===== src/rtl/spi_slave.sv =====
// SPI responder: oversamples SCK/CS/MOSI on CLK, deserialises MOSI into data_read
// and serialises a preloaded word onto MISO; config layout shared with the master.
module spi_slave #(
  parameter int DATA_W = 32
) (
  input  logic              CLK,
  input  logic              reset,
  input  logic              SCK,
  input  logic              CS,
  input  logic              MOSI,
  output logic              MISO,
  input  logic [15:0]       data_config,
  input  logic              config_enable,
  input  logic [DATA_W-1:0] data_send,
  input  logic              load_data,
  output logic [DATA_W-1:0] data_read,
  output logic              read_valid,
  output logic              busy,
  output logic              frame_error,
  output logic              tx_underrun
);

  localparam int CNT_W = $clog2(DATA_W + 1);
  localparam int IDX_W = $clog2(DATA_W);
  localparam logic [8:0] LEN_MAX = 9'(DATA_W);

  localparam logic [1:0] ST_IDLE   = 2'd0;
  localparam logic [1:0] ST_ACTIVE = 2'd1;
  localparam logic [1:0] ST_DONE   = 2'd2;

  logic [15:0]       conf_r;
  logic [1:0]        sck_sync_r;
  logic [1:0]        cs_sync_r;
  logic [1:0]        mosi_sync_r;
  logic              sck_prev_r;
  logic              cs_act_prev_r;
  logic [1:0]        state_r;
  logic [CNT_W-1:0]  cnt_r;
  logic [DATA_W-1:0] tx_hold_r;
  logic              tx_pending_r;
  logic [DATA_W-1:0] tx_word_r;
  logic [DATA_W-1:0] rx_word_r;

  logic              enable_s;
  logic              msb_s;
  logic              sck_s;
  logic              mosi_s;
  logic              lead_s;
  logic              trail_s;
  logic              cs_act_s;
  logic              start_s;
  logic [8:0]        len_s;
  logic [CNT_W-1:0]  n_s;
  logic [CNT_W-1:0]  cnt_next_s;
  logic [IDX_W-1:0]  tx_idx_s;
  logic [IDX_W-1:0]  rx_idx_s;
  logic [IDX_W-1:0]  last_idx_s;
  logic [DATA_W-1:0] start_word_s;
  logic              first_bit_s;
  logic [DATA_W-1:0] rx_next_s;

  // Decode config, detect synchronised edges and compute next TX/RX bits
  always_comb begin
    enable_s   = conf_r[0];
    msb_s      = conf_r[2];
    sck_s      = sck_sync_r[1];
    mosi_s     = mosi_sync_r[1];
    cs_act_s   = (cs_sync_r[1] == conf_r[3]);
    len_s      = {1'b0, conf_r[15:8]} + 9'd1;
    if (len_s > LEN_MAX) begin
      n_s = CNT_W'(DATA_W);
    end else begin
      n_s = CNT_W'(len_s);
    end
    // CPOL=1 idles low, so the active pulse starts with a rising edge
    if (conf_r[1]) begin
      lead_s  = sck_s & ~sck_prev_r;
      trail_s = ~sck_s & sck_prev_r;
    end else begin
      lead_s  = ~sck_s & sck_prev_r;
      trail_s = sck_s & ~sck_prev_r;
    end
    start_s    = enable_s && (state_r == ST_IDLE) && cs_act_s && !cs_act_prev_r;
    cnt_next_s = cnt_r + CNT_W'(1);
    last_idx_s = IDX_W'(n_s - CNT_W'(1));
    rx_idx_s   = IDX_W'(cnt_r);
    if (msb_s) begin
      tx_idx_s = IDX_W'(n_s - CNT_W'(1) - cnt_r);
    end else begin
      tx_idx_s = IDX_W'(cnt_r);
    end
    if (tx_pending_r) begin
      start_word_s = tx_hold_r;
    end else begin
      start_word_s = {DATA_W{1'b1}};
    end
    if (msb_s) begin
      first_bit_s = start_word_s[last_idx_s];
    end else begin
      first_bit_s = start_word_s[0];
    end
    rx_next_s = rx_word_r;
    if (msb_s) begin
      rx_next_s = {rx_word_r[DATA_W-2:0], mosi_s};
    end else begin
      rx_next_s[rx_idx_s] = mosi_s;
    end
  end

  // Two-flop synchronisers plus previous-value flops for edge detection
  always_ff @(posedge CLK or posedge reset) begin
    if (reset) begin
      sck_sync_r    <= 2'b00;
      cs_sync_r     <= 2'b00;
      mosi_sync_r   <= 2'b00;
      sck_prev_r    <= 1'b0;
      cs_act_prev_r <= 1'b0;
    end else begin
      sck_sync_r    <= {sck_sync_r[0], SCK};
      cs_sync_r     <= {cs_sync_r[0], CS};
      mosi_sync_r   <= {mosi_sync_r[0], MOSI};
      sck_prev_r    <= sck_s;
      cs_act_prev_r <= cs_act_s;
    end
  end

  // Config register and TX holding register; a load coinciding with a start wins
  always_ff @(posedge CLK or posedge reset) begin
    if (reset) begin
      conf_r       <= 16'h0000;
      tx_hold_r    <= {DATA_W{1'b0}};
      tx_pending_r <= 1'b0;
    end else begin
      if (config_enable && !busy) begin
        conf_r <= data_config;
      end
      if (load_data) begin
        tx_hold_r    <= data_send;
        tx_pending_r <= 1'b1;
      end else if (start_s) begin
        tx_pending_r <= 1'b0;
      end
    end
  end

  // Frame state machine with registered outputs
  always_ff @(posedge CLK or posedge reset) begin
    if (reset) begin
      state_r     <= ST_IDLE;
      cnt_r       <= {CNT_W{1'b0}};
      tx_word_r   <= {DATA_W{1'b0}};
      rx_word_r   <= {DATA_W{1'b0}};
      MISO        <= 1'b1;
      data_read   <= {DATA_W{1'b0}};
      read_valid  <= 1'b0;
      busy        <= 1'b0;
      frame_error <= 1'b0;
      tx_underrun <= 1'b0;
    end else begin
      read_valid  <= 1'b0;
      frame_error <= 1'b0;
      tx_underrun <= 1'b0;
      if (!enable_s) begin
        state_r <= ST_IDLE;
        MISO    <= 1'b1;
        busy    <= 1'b0;
      end else begin
        case (state_r)
          ST_IDLE: begin
            if (start_s) begin
              state_r     <= ST_ACTIVE;
              busy        <= 1'b1;
              cnt_r       <= {CNT_W{1'b0}};
              rx_word_r   <= {DATA_W{1'b0}};
              tx_word_r   <= start_word_s;
              tx_underrun <= ~tx_pending_r;
              MISO        <= first_bit_s;
            end else begin
              MISO <= 1'b1;
            end
          end
          ST_ACTIVE: begin
            if (!cs_act_s) begin
              frame_error <= 1'b1;
              MISO        <= 1'b1;
              busy        <= 1'b0;
              state_r     <= ST_IDLE;
            end else if (lead_s) begin
              rx_word_r <= rx_next_s;
              cnt_r     <= cnt_next_s;
              if (cnt_next_s == n_s) begin
                data_read  <= rx_next_s;
                read_valid <= 1'b1;
                MISO       <= 1'b1;
                state_r    <= ST_DONE;
              end
            end else if (trail_s && (cnt_r != {CNT_W{1'b0}}) && (cnt_r < n_s)) begin
              MISO <= tx_word_r[tx_idx_s];
            end
          end
          ST_DONE: begin
            MISO <= 1'b1;
            if (!cs_act_s) begin
              state_r <= ST_IDLE;
              busy    <= 1'b0;
            end
          end
          default: begin
            state_r <= ST_IDLE;
            MISO    <= 1'b1;
            busy    <= 1'b0;
          end
        endcase
      end
    end
  end

endmodule


===== config.mk =====
export PLATFORM = sky130hd
export DESIGN_NAME = spi_slave
export DESIGN_NICKNAME = d
export VERILOG_FILES = /design/src/rtl/spi_slave.sv
export SDC_FILE = /design/constraint.sdc
export NUM_CORES = 1
export LEC_CHECK = 0
export ABC_AREA = 1
export CAP_MARGIN = 20
export CORE_UTILIZATION = 53
export CTS_BUF_LIST = sky130_fd_sc_hd__clkbuf_2 sky130_fd_sc_hd__clkbuf_4 sky130_fd_sc_hd__clkbuf_8
export CTS_CLUSTER_SIZE = 30
export DETAILED_ROUTE_END_ITERATION = 10
export PLACE_DENSITY = 0.87
export SLEW_MARGIN = 20
export SYNTH_ARGS = -nofsm -noshare
export SYNTH_HDL_FRONTEND = slang
export SYNTH_SLANG_ARGS = --single-unit

===== constraint.sdc =====
create_clock -name CLK -period 5.7 [get_ports CLK]
set_clock_uncertainty 0.1 [all_clocks]
set_input_delay 1.425 -clock CLK [delete_from_list [all_inputs] [get_ports CLK]]
set_output_delay 1.425 -clock CLK [all_outputs]
set_load 0.005 [all_outputs]

-- Word-level counts from Yosys, hierarchy flattened
Cells that the tools add are included.
- bits in registers: 166
- bits of input ports: 55
- $add $sub $neg: 4
- magnitude comparators: 6
- eq/ne operators: 14
- multiplexer cells: 53
- bitwise logic cells: 5
- reductions and logical operators: 20
- operator list (kind ; number):
    32-bit two-way mux ; 5
    32-bit one-hot mux with 2 select lines ; 1
    32-bit bitwise mux ; 1
    1-bit two-way mux ; 28
    6-bit two-way mux ; 4
    5-bit by 6-bit < comparator with 1-bit output, second input constant ; 3
    2-bit two-way mux ; 6
    6-bit one-hot mux with 2 select lines ; 1
    1-bit binary-select mux with 5-bit select ; 2
    5-bit != test, second input constant ; 2
    5-bit AND reduction ; 2
    8-bit by 1-bit adder with 9-bit output, second input constant ; 1
    9-bit by 6-bit > comparator with 1-bit output, second input constant ; 1
    3-bit != test, second input constant ; 3
    4-bit != test, second input constant ; 2
    1-bit logical AND ; 7
    6-bit by 1-bit adder with 6-bit output, second input constant ; 1
    6-bit == test ; 1
    6-bit < comparator ; 1
    2-bit != test, second input constant ; 3
    2-bit one-hot mux with 3 select lines ; 1
    6-bit nonzero test ; 1
    1-bit demux with 5-bit select ; 1
    5-bit by 1-bit >= comparator with 1-bit output, second input constant ; 1
    16 further kinds ; 23

-- Depth between registers and ports, before layout
- depth after elaboration: 13
- mapped depth: 30
- depth with buffers taken out: 28

-- Worst setup path before layout
Ideal clock, no wire load.
- path type: register -> register
- start: reg conf_r[8]
- end: reg MISO
- arrival time: 4048 ps
- path slack: 1479 ps
- cell stages (with the launch flop): 30
- buffers on the path: 4
- path through: dfrtp_1 -> ha_1 -> inv_2 -> nand2_1 -> nand2_1 -> nor2_1 -> nand3_1 -> nand2_2 -> buf_6 -> nand3_4 -> buf_6 -> ha_1 -> buf_2 -> clkinv_1 -> fa_1 -> nand2_1 -> o21ai_0 -> clkbuf_1 -> a21oi_1 -> o21ai_0 -> o21ai_0 -> mux2_2 -> inv_1 -> o21ai_0 -> nand3_1 -> nand3_1 -> nand2_1 -> nand3_1 -> nand2_1 -> inv_1
- cells in the longest elaborated chain, start to end: 13
- RTL lines (item ; RTL line ; source):
    from (decl) ; 31 ; logic [15:0] conf_r;
    from (signal assigned) ; 135 ; conf_r <= data_config;
    8-bit by 1-bit adder with 9-bit output (*) ; 69 ; len_s = {1'b0, conf_r[15:8]} + 9'd1;
    9-bit by 6-bit > comparator with 1-bit output ; 70 ; if (len_s > LEN_MAX) begin
    6-bit two-way mux (*) ; 70 ;
    5-bit by 1-bit subtractor with 5-bit output ; 85, 88 ;
    5-bit subtractor ; 88 ; tx_idx_s = IDX_W'(n_s - CNT_W'(1) - cnt_r);
    5-bit two-way mux ; 87 ; if (msb_s) begin
    1-bit binary-select mux with 5-bit select ; 198 ; MISO <= tx_word_r[tx_idx_s];
    1-bit two-way mux (not written as such) ; 198 ;
    1-bit two-way mux ; 197 ; end else if (trail_s && (cnt_r != {CNT_W{1'b0}}) && (cnt_r < n_s)) begin
    1-bit two-way mux ; 188 ; end else if (lead_s) begin
    1-bit two-way mux ; 183 ; if (!cs_act_s) begin
    1-bit one-hot mux with 2 select lines ; 168 ; case (state_r)
    1-bit two-way mux ; 163 ; if (!enable_s) begin
    to (signal assigned) ; 177 ; MISO <= first_bit_s;
    to (signal assigned) ; 198 ;
    to (decl) ; 11 ; output logic MISO,
Every way passes the cells marked *; elsewhere a longest branch is shown, timed or not. The select of a mux whose other input is x is not followed.
A chain may end at the register's enable or synchronous reset.

-- Worst setup path after layout
Ends and elaborated chain as after synthesis.

==> qor.yml <==
crit_slowest_cell: "fa_1"
io_pins: 92
maxSlewViolCount: 0
ys_top_cells_by_area: "dfrtp_1 (47%), nand2_1 (9.7%), o21ai_0 (7.7%), inv_1 (5.7%), nor2_1 (3.6%)"
vias: 7433
criticalPathCategory: "flop to flop"
synth_cells: 1063
synth_mux_area_frac: 0.00911
chipHeight_um: 130
cts.htree.levels: 4
drtIter0Drc: 661
synth_top_area_share: 0.465
finalSetupViolCount: 0
ir_drop_v: 0.000207
core_um2: 15900
cts-resized-gates: 0
post-route-period-util: 0.823
synth-seq-cells: 162
drcViolationCount: 0
finalCriticalPeriod_ns: 4.69
dieArea_um2: 16800
drive_gt1_frac: 0.0845
crit_path_end: "MISO$_DFFE_PP1P_"
clk_pin_slew_ns: 0.08
startpoint_type: "flop"
root_buffer: "clkbuf_8"
synth.cell_area_um2: 8660
clk_latency_ns: 0.48
start_util: 0.543
cts_sinks: 162
gp_congestion: 0.886
synth_cell_type_count: 43
rr_startpoint: "conf_r[8]$_DFFE_PP0P_"
rows: 46
async_flop_share: 1.00
synthSimpleGateAreaFrac: 0.193
grt_pass1_wl_um: 32600
antenna_left: 0
synth_top_cells_by_count: "nand2_1 (224), dfrtp_1 (161), o21ai_0 (134), inv_1 (132), nor2_1 (84)"
grt_usage: 0.248
tightest_slew_ns: 0.935
cp_common_cell: "o21ai_0"
grt_pass1_vias: 6936
dpl.hpwl_um: 12900
rsz0062_at_grt: "no"
ctsHoldBuffers: 0
grt_max_degree: 163
viasPerCell: 5.50
cap_violations: 0
synth_warnings: 0
diodes: 0
cts_buffer_depth: 2
syn_nets: 1140
power_leakage_nw: 4.55
crit_chain: "ha_1, inv_2, nor3_4, nor2_2, nor2_4, buf_4, nand3_4, ha_1, clkinv_1, fa_1, nand2_1, o21ai_0, buf_4, o21ai_0, o21ai_0, mux2_2, inv_1, o21ai_0, nand3_1, nand3_1, nand2_1, nand3_1, nand2_1, inv_1"
critPathMaxStageDelay_ns: 0.52
utilization: 0.631
die_w_um: 130
startpoint: "conf_r[8]$_DFFE_PP0P_"
synth_top_family_by_area: "simple AND/OR/NAND/NOR gates"
antenna_found_initial: 0
cp_data_arrival_time_ns: 5.01
grt-ovfl-total: 0
r2r_slack_ns: 1.01
crit_required_ns: 6.02
cp_max_fo: 18
syn_avg_cell_area_um2: 8.14
rr_worst_depth: 24
yosys.cell_count.top_type: "nand2_1"
synth-seq-area-share: 0.468
port-buffer-count: 87
timing.slew.headroom: 0.370
synth_compound_area_frac: 0.192
crit_path_end_kind: "flop"
synth-edff-count: 0
wl_um: 19200
area_growth_pct: 16.3
post_cts_buffers: 0
cts_tree: "yes"
hold_viol: 0
fmax_mhz: 213
firstDrtPassIters: 5
power_density_nw_per_um2: 408
nets: 1200
synth_top_flop_cell: "dfrtp_1"
synth_fa_ha_area_frac: 0.0327
synth_top_cell_by_area: "dfrtp_1"
tns_ns: 0
wl_per_cell_um: 14.2
worstHoldPathType: "flop to flop"
synthXorXnorAreaFrac: 0.00896
cts_buffers: 17
outcome: "finished clean"
worstReg2RegEnd: "MISO$_DFFE_PP1P_"
==> power by group <==
group	leakage (nW)	internal [mW]	switching (mW)
logic	2.25	0.570	1.04
registers	2.07	1.36	0.174
clock network	0.227	0.508	0.444
total	4.55	2.44	1.66
==> worst max-delay path: cells and delay by family (launching register included) <==
family | cells | cell delay, ns
AOI/OAI and AO/OA | 4 | 0.66
adders and majority gates | 3 | 1.32
buffers and inverters | 6 | 0.86
DFF | 1 | 0.49
muxes | 1 | 0.19
and+or+nand+nor | 10 | 1.02
==> metal layers <==
layer / vias to the layer above / part of all wire / global-route usage
met5: - / 0 / 0
met4: 0 / 0.019 / 0.0971
met3: 37 / 0.056 / 0.0500
met2: 253 / 0.49 / 0.410
met1: 3469 / 0.43 / 0.320
li1: 3674 / - / -
==> cells by family (layout without fill, tap and decap cells) <==
logic type                 count (synthesis)  in the layout
muxes                                      7              7
and+or+nand+nor                          391            391
buffers and inverters                    198            271
adders and majority gates                 22             22
AOI/OAI and AO/OA                        275            275
xor gates and xnor gates                   8              8
DFF                                      162            162
==> sequential cells by signal, summed over array words and instances, names as in the netlist <==
name	count
MISO	1
busy	1
cnt_r	6
conf_r	12
cs_act_prev_r	1
cs_sync_r	2
data_read	32
frame_error	1
mosi_sync_r	2
read_valid	1
rx_word_r	32
sck_prev_r	1
sck_sync_r	2
state_r	2
tx_hold_r	32
tx_pending_r	1
tx_underrun	1
tx_word_r	32
==> cells in the final DEF (no fill, tap or decap), types with 11 or more instances in the layout <==
| cell | netlist | final |
|---|---|---|
| nand2_1 | 224 | 223 |
| dfrtp_1 | 161 | 161 |
| o21ai_0 | 134 | 134 |
| inv_1 | 132 | 131 |
| clkdlybuf4s50_1 | 0 | 87 |
| nor2_1 | 84 | 84 |
| nand3_1 | 47 | 47 |
| o22ai_1 | 34 | 34 |
| o311ai_0 | 30 | 30 |
| o21ai_2 | 23 | 23 |
| nand4_1 | 22 | 22 |
| ha_1 | 21 | 21 |
| a21oi_1 | 19 | 19 |
| clkbuf_8 | 0 | 19 |
| a31oi_1 | 15 | 15 |
| o21ai_1 | 12 | 12 |
| buf_4 | 1 | 11 |
==> area by class of cell <==
type | instances | area [um2]
flip-flops and latches | 162 | 4060
repair buffers | 99 | 973
clock buffers | 19 | 262
clock inverters | 13 | 198
multi-input cells | 703 | 3780
well taps | 216 | 270
fillers | 1364 | 5880
inverters | 140 | 529
==> worst min-delay path by stage <==
stage                                start                      to  slack (ns)  cells past startpoint
finish              cs_sync_r[0]$_DFF_PP0_  cs_sync_r[1]$_DFF_PP0_        0.25                      0
global route        cs_sync_r[0]$_DFF_PP0_  cs_sync_r[1]$_DFF_PP0_        0.26                      0
CTS                 cs_sync_r[0]$_DFF_PP0_  cs_sync_r[1]$_DFF_PP0_        0.25                      0
detailed placement  cs_sync_r[0]$_DFF_PP0_  cs_sync_r[1]$_DFF_PP0_        0.23                      0
global placement    cs_sync_r[0]$_DFF_PP0_  cs_sync_r[1]$_DFF_PP0_        0.23                      0
floorplan           cs_sync_r[0]$_DFF_PP0_  cs_sync_r[1]$_DFF_PP0_        0.23                      0
==> per-stage QoR <==
stage                     instance area [um2]  hold slack (ns)  setup slack, ns  total power, mW  std cells
final                                   10100            0.254             1.01             4.10       1352
after global placement                   9610            0.234             1.24             3.06       1320
after floorplan                          8660            0.231             1.48             2.74       1063
after global routing                    10100            0.259            0.602             4.39       1352
after CTS                               10100            0.254             1.08             4.09       1352
after detailed placement                 9610            0.235             1.13             3.13       1320
(Power assumes the default switching activity.)
